**config.mk**
```make
export PLATFORM = sky130hd
export DESIGN_NAME = grey_frame_streamer
export DESIGN_NICKNAME = d
export VERILOG_FILES = /design/src/rtl/sobel_pkg.sv /design/src/rtl/rgb_to_grey.sv /design/src/rtl/grey_frame_streamer.sv
export SDC_FILE = /design/constraint.sdc
export NUM_CORES = 1
export LEC_CHECK = 0
export ABC_CLOCK_PERIOD_IN_PS = 3100
export BUFFER_PORTS_ARGS = -buffer_cell sky130_fd_sc_hd__buf_2
export CELL_PAD_IN_SITES_DETAIL_PLACEMENT = 0
export CELL_PAD_IN_SITES_GLOBAL_PLACEMENT = 1
export CORE_UTILIZATION = 30
export CTS_CLUSTER_SIZE = 30
export DETAILED_ROUTE_END_ITERATION = 16
export MAX_ROUTING_LAYER = met4
export PLACE_DENSITY_LB_ADDON = 0.3
export REMOVE_ABC_BUFFERS = 1
export SYNTH_ARGS = -nofsm -noshare
export SYNTH_HDL_FRONTEND = slang
export SYNTH_HIERARCHICAL = 1
export SYNTH_SLANG_ARGS = --single-unit
export TNS_END_PERCENT = 5
```
**constraint.sdc**
```tcl
create_clock -name sys_clk_i -period 3.1 [get_ports sys_clk_i]
set_input_delay 0.155 -clock sys_clk_i [delete_from_list [all_inputs] [get_ports sys_clk_i]]
set_output_delay 0.155 -clock sys_clk_i [all_outputs]
set_load 0.05 [all_outputs]
```
**src/rtl/sobel_pkg.sv**
```systemverilog
// Shared types and constants for the Sobel pixel-source path.
// RGB2GREY_EN selects the RGB-to-grey conversion stage and its extra cycle of latency.
package sobel_pkg;

  typedef enum logic [1:0] {
    IDLE,
    RUN,
    DRAIN,
    FIN
  } state_t;

  localparam int unsigned W_R = 77;
  localparam int unsigned W_G = 150;
  localparam int unsigned W_B = 29;

  localparam int unsigned DEF_IMG_W = 64;
  localparam int unsigned DEF_IMG_H = 64;

  // Cycles from a memory read issue to its done_o strobe.
`ifdef RGB2GREY_EN
  localparam int unsigned PIPE_LAT = 3;
`else
  localparam int unsigned PIPE_LAT = 2;
`endif

endpackage

```
**src/rtl/rgb_to_grey.sv**
```systemverilog
// Registered weighted RGB-to-grey sum; used only when RGB2GREY_EN is defined.
module rgb_to_grey
  import sobel_pkg::*;
(
  input  logic        clk,
  input  logic        rst,
  input  logic        en,
  input  logic [23:0] rgb,
  output logic [7:0]  grey
);

  logic [15:0] acc;

  // Weights sum to 256, so the top byte of the 16-bit sum never overflows.
  always_comb begin
    acc = 16'(W_R * 32'(rgb[23:16]) + W_G * 32'(rgb[15:8]) + W_B * 32'(rgb[7:0]));
  end

  always_ff @(posedge clk or posedge rst) begin
    if (rst) begin
      grey <= '0;
    end else if (en) begin
      grey <= acc[15:8];
    end
  end

endmodule

```
**src/rtl/grey_frame_streamer.sv**
```systemverilog
// Reads one frame from synchronous-read memory and streams it raster-order as grey/done.
// Define RGB2GREY_EN for 24-bit RGB memory words converted to grey (one extra cycle).
module grey_frame_streamer
  import sobel_pkg::*;
#(
  parameter int unsigned IMG_W  = DEF_IMG_W,
  parameter int unsigned IMG_H  = DEF_IMG_H,
  parameter int unsigned ADDR_W = 12,
  parameter int unsigned GAP    = 0,
  parameter int unsigned MEM_W  = 8
) (
  input  logic              sys_clk_i,
  input  logic              sys_rst_i,
  input  logic              start_i,
  output logic              mem_rd_o,
  output logic [ADDR_W-1:0] mem_addr_o,
  input  logic [MEM_W-1:0]  mem_rdata_i,
  output logic [7:0]        grey_o,
  output logic              done_o,
  output logic              busy_o,
  output logic              frame_done_o
);

  localparam logic [ADDR_W-1:0] LAST_ADDR = ADDR_W'(IMG_W * IMG_H - 1);
  localparam logic [15:0]       GAP_LD    = 16'(GAP);

  state_t            state, state_nx;
  logic              rd_nx;
  logic [ADDR_W-1:0] addr_nx;
  logic [15:0]       gap_cnt, gap_nx;
  logic              busy_nx;
  logic              fdone_nx;
  logic [PIPE_LAT-1:0] vld_sr;
  logic              pipe_empty;

  // vld_sr[0] is the read issued last cycle; the top bit is the done strobe itself.
  assign done_o     = vld_sr[PIPE_LAT-1];
  assign pipe_empty = !mem_rd_o && !(|vld_sr[PIPE_LAT-2:0]);

  always_ff @(posedge sys_clk_i or posedge sys_rst_i) begin
    if (sys_rst_i) begin
      state        <= IDLE;
      mem_rd_o     <= 1'b0;
      mem_addr_o   <= '0;
      gap_cnt      <= '0;
      busy_o       <= 1'b0;
      frame_done_o <= 1'b0;
      vld_sr       <= '0;
    end else begin
      state        <= state_nx;
      mem_rd_o     <= rd_nx;
      mem_addr_o   <= addr_nx;
      gap_cnt      <= gap_nx;
      busy_o       <= busy_nx;
      frame_done_o <= fdone_nx;
      vld_sr       <= {vld_sr[PIPE_LAT-2:0], mem_rd_o};
    end
  end

  always_comb begin
    state_nx = state;
    rd_nx    = 1'b0;
    addr_nx  = mem_addr_o;
    gap_nx   = gap_cnt;
    busy_nx  = busy_o;
    fdone_nx = 1'b0;
    case (state)
      IDLE: begin
        if (start_i) begin
          state_nx = RUN;
          rd_nx    = 1'b1;
          addr_nx  = '0;
          gap_nx   = GAP_LD;
          busy_nx  = 1'b1;
        end
      end
      RUN: begin
        if (gap_cnt == '0) begin
          rd_nx   = 1'b1;
          addr_nx = mem_addr_o + 1'b1;
          gap_nx  = GAP_LD;
          if (addr_nx == LAST_ADDR) begin
            state_nx = DRAIN;
          end
        end else begin
          gap_nx = gap_cnt - 1'b1;
        end
      end
      DRAIN: begin
        // Last pixel is on done_o once nothing younger is still in flight.
        if (done_o && pipe_empty) begin
          state_nx = FIN;
          fdone_nx = 1'b1;
        end
      end
      FIN: begin
        state_nx = IDLE;
        busy_nx  = 1'b0;
      end
      default: begin
        state_nx = IDLE;
      end
    endcase
  end

`ifdef RGB2GREY_EN
  logic [7:0] conv_grey;

  rgb_to_grey u_rgb_to_grey (
    .clk  (sys_clk_i),
    .rst  (sys_rst_i),
    .en   (vld_sr[0]),
    .rgb  (mem_rdata_i[23:0]),
    .grey (conv_grey)
  );

  always_ff @(posedge sys_clk_i or posedge sys_rst_i) begin
    if (sys_rst_i) begin
      grey_o <= '0;
    end else if (vld_sr[1]) begin
      grey_o <= conv_grey;
    end
  end
`else
  always_ff @(posedge sys_clk_i or posedge sys_rst_i) begin
    if (sys_rst_i) begin
      grey_o <= '0;
    end else if (vld_sr[0]) begin
      grey_o <= mem_rdata_i[7:0];
    end
  end
`endif

endmodule
```
==> out/summary.txt <==
==================================================================================
Routed Wire Length ..................................................      5.05 mm
Data required time of the worst path ................................      3.33 ns
LEAKAGE .............................................................      1.19 nW
Met1 global-route usage .............................................        17.1%
Buf/Inv on CP .......................................................            1
Maximum number of pins on one net before global-route repair ........           44
Most utilized layer in the global route result ......................         met2
Gate power share ....................................................        47.9%
Count of final hold-check violations ................................            0
Post-layout nets ....................................................          291
Max Cap Violations ..................................................            0
Relative contribution of the clock network to total power ...........        14.4%
Number of global-route vias before repair ...........................         1717
Met2 layer usage reported by global route ...........................        20.6%
Critical path class .................................................      reg2reg
Per-cell routed wire length .........................................      13.6 um
Number of flops mapped to enable cells by yosys .....................            0
DR iter-0 viols .....................................................           91
Max incr delay on CP ................................................      0.67 ns
Critical path arrival ...............................................      2.69 ns
Buffer type at the clock tree root ..................................     clkbuf_8
GR Util met3 ........................................................        2.79%
DR pass1 iterations .................................................            4
Sink Count ..........................................................           43
Proportion of synthesized chip area in sequential cells .............        46.3%
Share of the cycle needed by the critical path after routing ........        79.2%
Sw Pwr ..............................................................      1.24 mW
Cell variety after synth ............................................           44
Number of instances in the synthesized netlist ......................          235
Initial Util ........................................................        31.5%
Die extent in x .....................................................      90.0 um
Clock skew ..........................................................    0.0114 ns
N_diodes ............................................................            0
Site Rows ...........................................................           31
Total GRT Usage .....................................................        13.1%
Top-Level Pins ......................................................           35
Maximum resistive drop on vdd .......................................     0.341 mV
TritonCTS Buffers ...................................................            5
Initial antenna violation count .....................................            0
Via count ...........................................................         1840
Vias per inst .......................................................         4.96
Achievable frequency ................................................      408 MHz
Category of the worst setup path launch point .......................         flop
Post-synth design cell area .........................................   2320 sq um
Final count of pins violating max slew ..............................            0
Power share of the sequential group .................................        37.8%
Remaining Overflow, GRT .............................................            0
Share of layout cells above drive strength 1 ........................        21.7%
Total power density per cell area ...................................  956 nW/um^2
CTS Buffer Depth ....................................................            2
Final total negative setup slack ....................................         0 ns
Minimum clock period ................................................      2.45 ns
Skew-Pair Late Insertion Delay ......................................      0.30 ns
Type of the tightest min-delay check ................................       in2reg
Share of total power consumed by net switching ......................        48.4%
Residual DRC ........................................................            0
Post-cts repair resize count ........................................            0
Number of storage elements in the synthesis netlist .................           43
Clock tree from TritonCTS ...........................................        built
Relative slew margins ...............................................        52.7%
Cell type of the slowest stage on the worst timing path .............        or4_1
Area of the core ....................................................   7370 sq um
Internal ............................................................      1.33 mW
Top Family by Delay on Critical Path ................................ simple AND/OR/NAND/NOR gates
Die outline area ....................................................   8100 sq um
Count of input and output buffers ...................................           34
Final setup vio count ...............................................            0
Ordered cell list for the critical path ............................. inv_1 -> ha_1 -> mux2i_1 -> or4_1 -> or3_1 -> a21oi_1
Final core utilization ..............................................        36.5%
Type of destination of the critical path ............................         flop
Run status .......................................................... finished clean
Count of H-tree levels built during CTS .............................            2
Most used DFF post-synth ............................................      dfrtp_1
Die outline height ..................................................      90.0 um
Remaining number of nets flagged by the antenna check after routing .            0
Worst Tran Pin Value ................................................     0.690 ns
Top fanout value on the critical path ...............................           13
Share of async-settable or async-resettable flops after synthesis ...         100%
Post-detailed-placement half-perimeter wirelength ...................      3.54 mm
CTS clock-pin slew for the worst setup and hold paths ...............      0.09 ns
Mean instance size in the synthesized netlist .......................   9.88 sq um
Wire length of the first global-routing pass ........................      8.38 mm
Gp weighted congestion ..............................................        0.751
RSZ-0062 raised after global routing ................................           no
Area delta synth->final .............................................        15.9%
Syn. warnings .......................................................            6
==================================================================================
-- flip-flops by register name, summed over array words and instances, names as in the netlist --
name	flops
state	2
mem_rd_o	1
grey_o	8
mem_addr_o	12
gap_cnt	16
busy_o	1
frame_done_o	1
vld_sr	2
-- cell type report --
class	count	area, sq um
clock buffer	5	68.8
clock inverter	3	23.8
fill	779	4680
inverter	10	37.5
multi-input combinational	174	1170
sequential	43	1080
tap	99	124
timing repair buffer	37	195
-- synth_stat cells, drive strengths merged (3+ instances only) --
master / count / area (sq um)
dfrtp: 43 / 1080
o21ai: 25 / 125
nor2: 21 / 78.8
nand2: 16 / 60.1
xor2: 10 / 87.6
ha: 9 / 113
inv: 9 / 33.8
mux2: 9 / 101
nand3: 9 / 45.0
nor4: 9 / 56.3
nor3: 8 / 40.0
or3: 8 / 50.1
a21o: 4 / 30.0
a21oi: 4 / 20.0
buf: 4 / 26.3
clkbuf: 4 / 15.0
o31ai: 4 / 30.0
or4: 4 / 33.8
xnor2: 4 / 35.0
nand2b: 3 / 18.8
-- cells by family after synthesis --
| group | synth area share [%] |
|---|---|
| AOI/OAI and AO/OA | 12.7 |
| xor gates and xnor gates | 5.28 |
| adders and majority gates | 4.85 |
| buffers and inverters | 3.39 |
| DFF | 46.3 |
| muxes | 5.23 |
| and+or+nand+nor | 22.2 |
-- timing repair --
| action | CTS | global route |
|---|---|---|
| hold buffers | 1 | 0 |
| buffers inserted | 0 | 0 |
| endpoints found under the hold margin | 3 | 0 |
-- power by group through the flow --
stage                     combinational [mW]  sequential, mW  clock [mW]
after detailed placement                1.24           0.986           0
after floorplan                        0.576            1.33           0
after CTS                               1.24           0.975       0.382
after global routing                    1.34            1.01       0.396
final                                   1.23           0.972       0.370
after global placement                  1.23           0.979           0
-- through the flow --
stage	total power [mW]	std cells	worst slack (ns)	cell area (sq um)	hold WS [ns]
4_1_cts	2.60	371	0.635	2690	0.0756
6_report	2.57	371	0.646	2690	0.0863
5_1_grt	2.75	371	0.415	2690	0.0742
3_5_place_dp	2.22	362	0.659	2590	0.326
3_3_place_gp	2.21	362	0.736	2590	0.332
2_1_floorplan	1.91	227	0.662	2280	0.276
-- worst reg2reg max path: cells and delay by family (launching register included) --
family                   cells  cell delay (ns)
flip-flops                   1             0.41
buffers and inverters        1             0.10
AND/OR/NAND/NOR              2             1.00
AO/OA/AOI/OAI                1             0.14
adder cells (fa/ha/maj)      1             0.41
multiplexers                 1             0.34
-- final timing paths --
| check | startpoint | endpoint | cells after the start | slack (ns) |
|---|---|---|---|---|
| max in group asynchronous | sys_rst_i | busy_o$_DFFE_PP0P_ | 4 | 2.19 |
| min | mem_rdata_i[0] | grey_o[0]$_DFFE_PP0P_ | 2 | 0.09 |
| min reg2reg | mem_rd_o$_DFF_PP0_ | vld_sr[0]$_DFF_PP0_ | 0 | 0.42 |
| max reg2reg | state[1]$_DFFE_PP0P_ | gap_cnt[14]$_DFFE_PP0P_ | 6 | 0.65 |
| max | state[1]$_DFFE_PP0P_ | gap_cnt[14]$_DFFE_PP0P_ | 6 | 0.65 |
| min in group asynchronous | sys_rst_i | gap_cnt[4]$_DFFE_PP0P_ | 4 | 0.52 |
-- cells in the final DEF (no fill, tap or decap), types with 2 or more instances in the layout --
cell type	count
nand2_1	16
nor2b_1	2
clkbuf_8	5
inv_1	8
nand4_1	2
or3_1	8
nor4_1	9
clkinv_1	2
a21oi_1	4
mux2i_1	2
dfrtp_1	43
xor2_1	10
nor2_1	21
o31ai_1	4
buf_2	34
nor3_1	8
or4_1	3
nand3_1	9
o2bb2ai_1	2
a2111o_1	2
or3b_2	2
ha_1	9
mux2_2	9
buf_4	2
o21ai_1	9
nand2b_1	3
and3_1	2
clkinvlp_4	2
a21o_1	4
xnor2_1	4
o21ai_0	16
-- per-layer routing --
metal  part of all wire (%)  vias up
met2                     46       41
met5                      0        -
met4                    1.2        0
met1                     49      873
met3                    4.4        8
li1                       -      918
(Power assumes the default switching activity.)
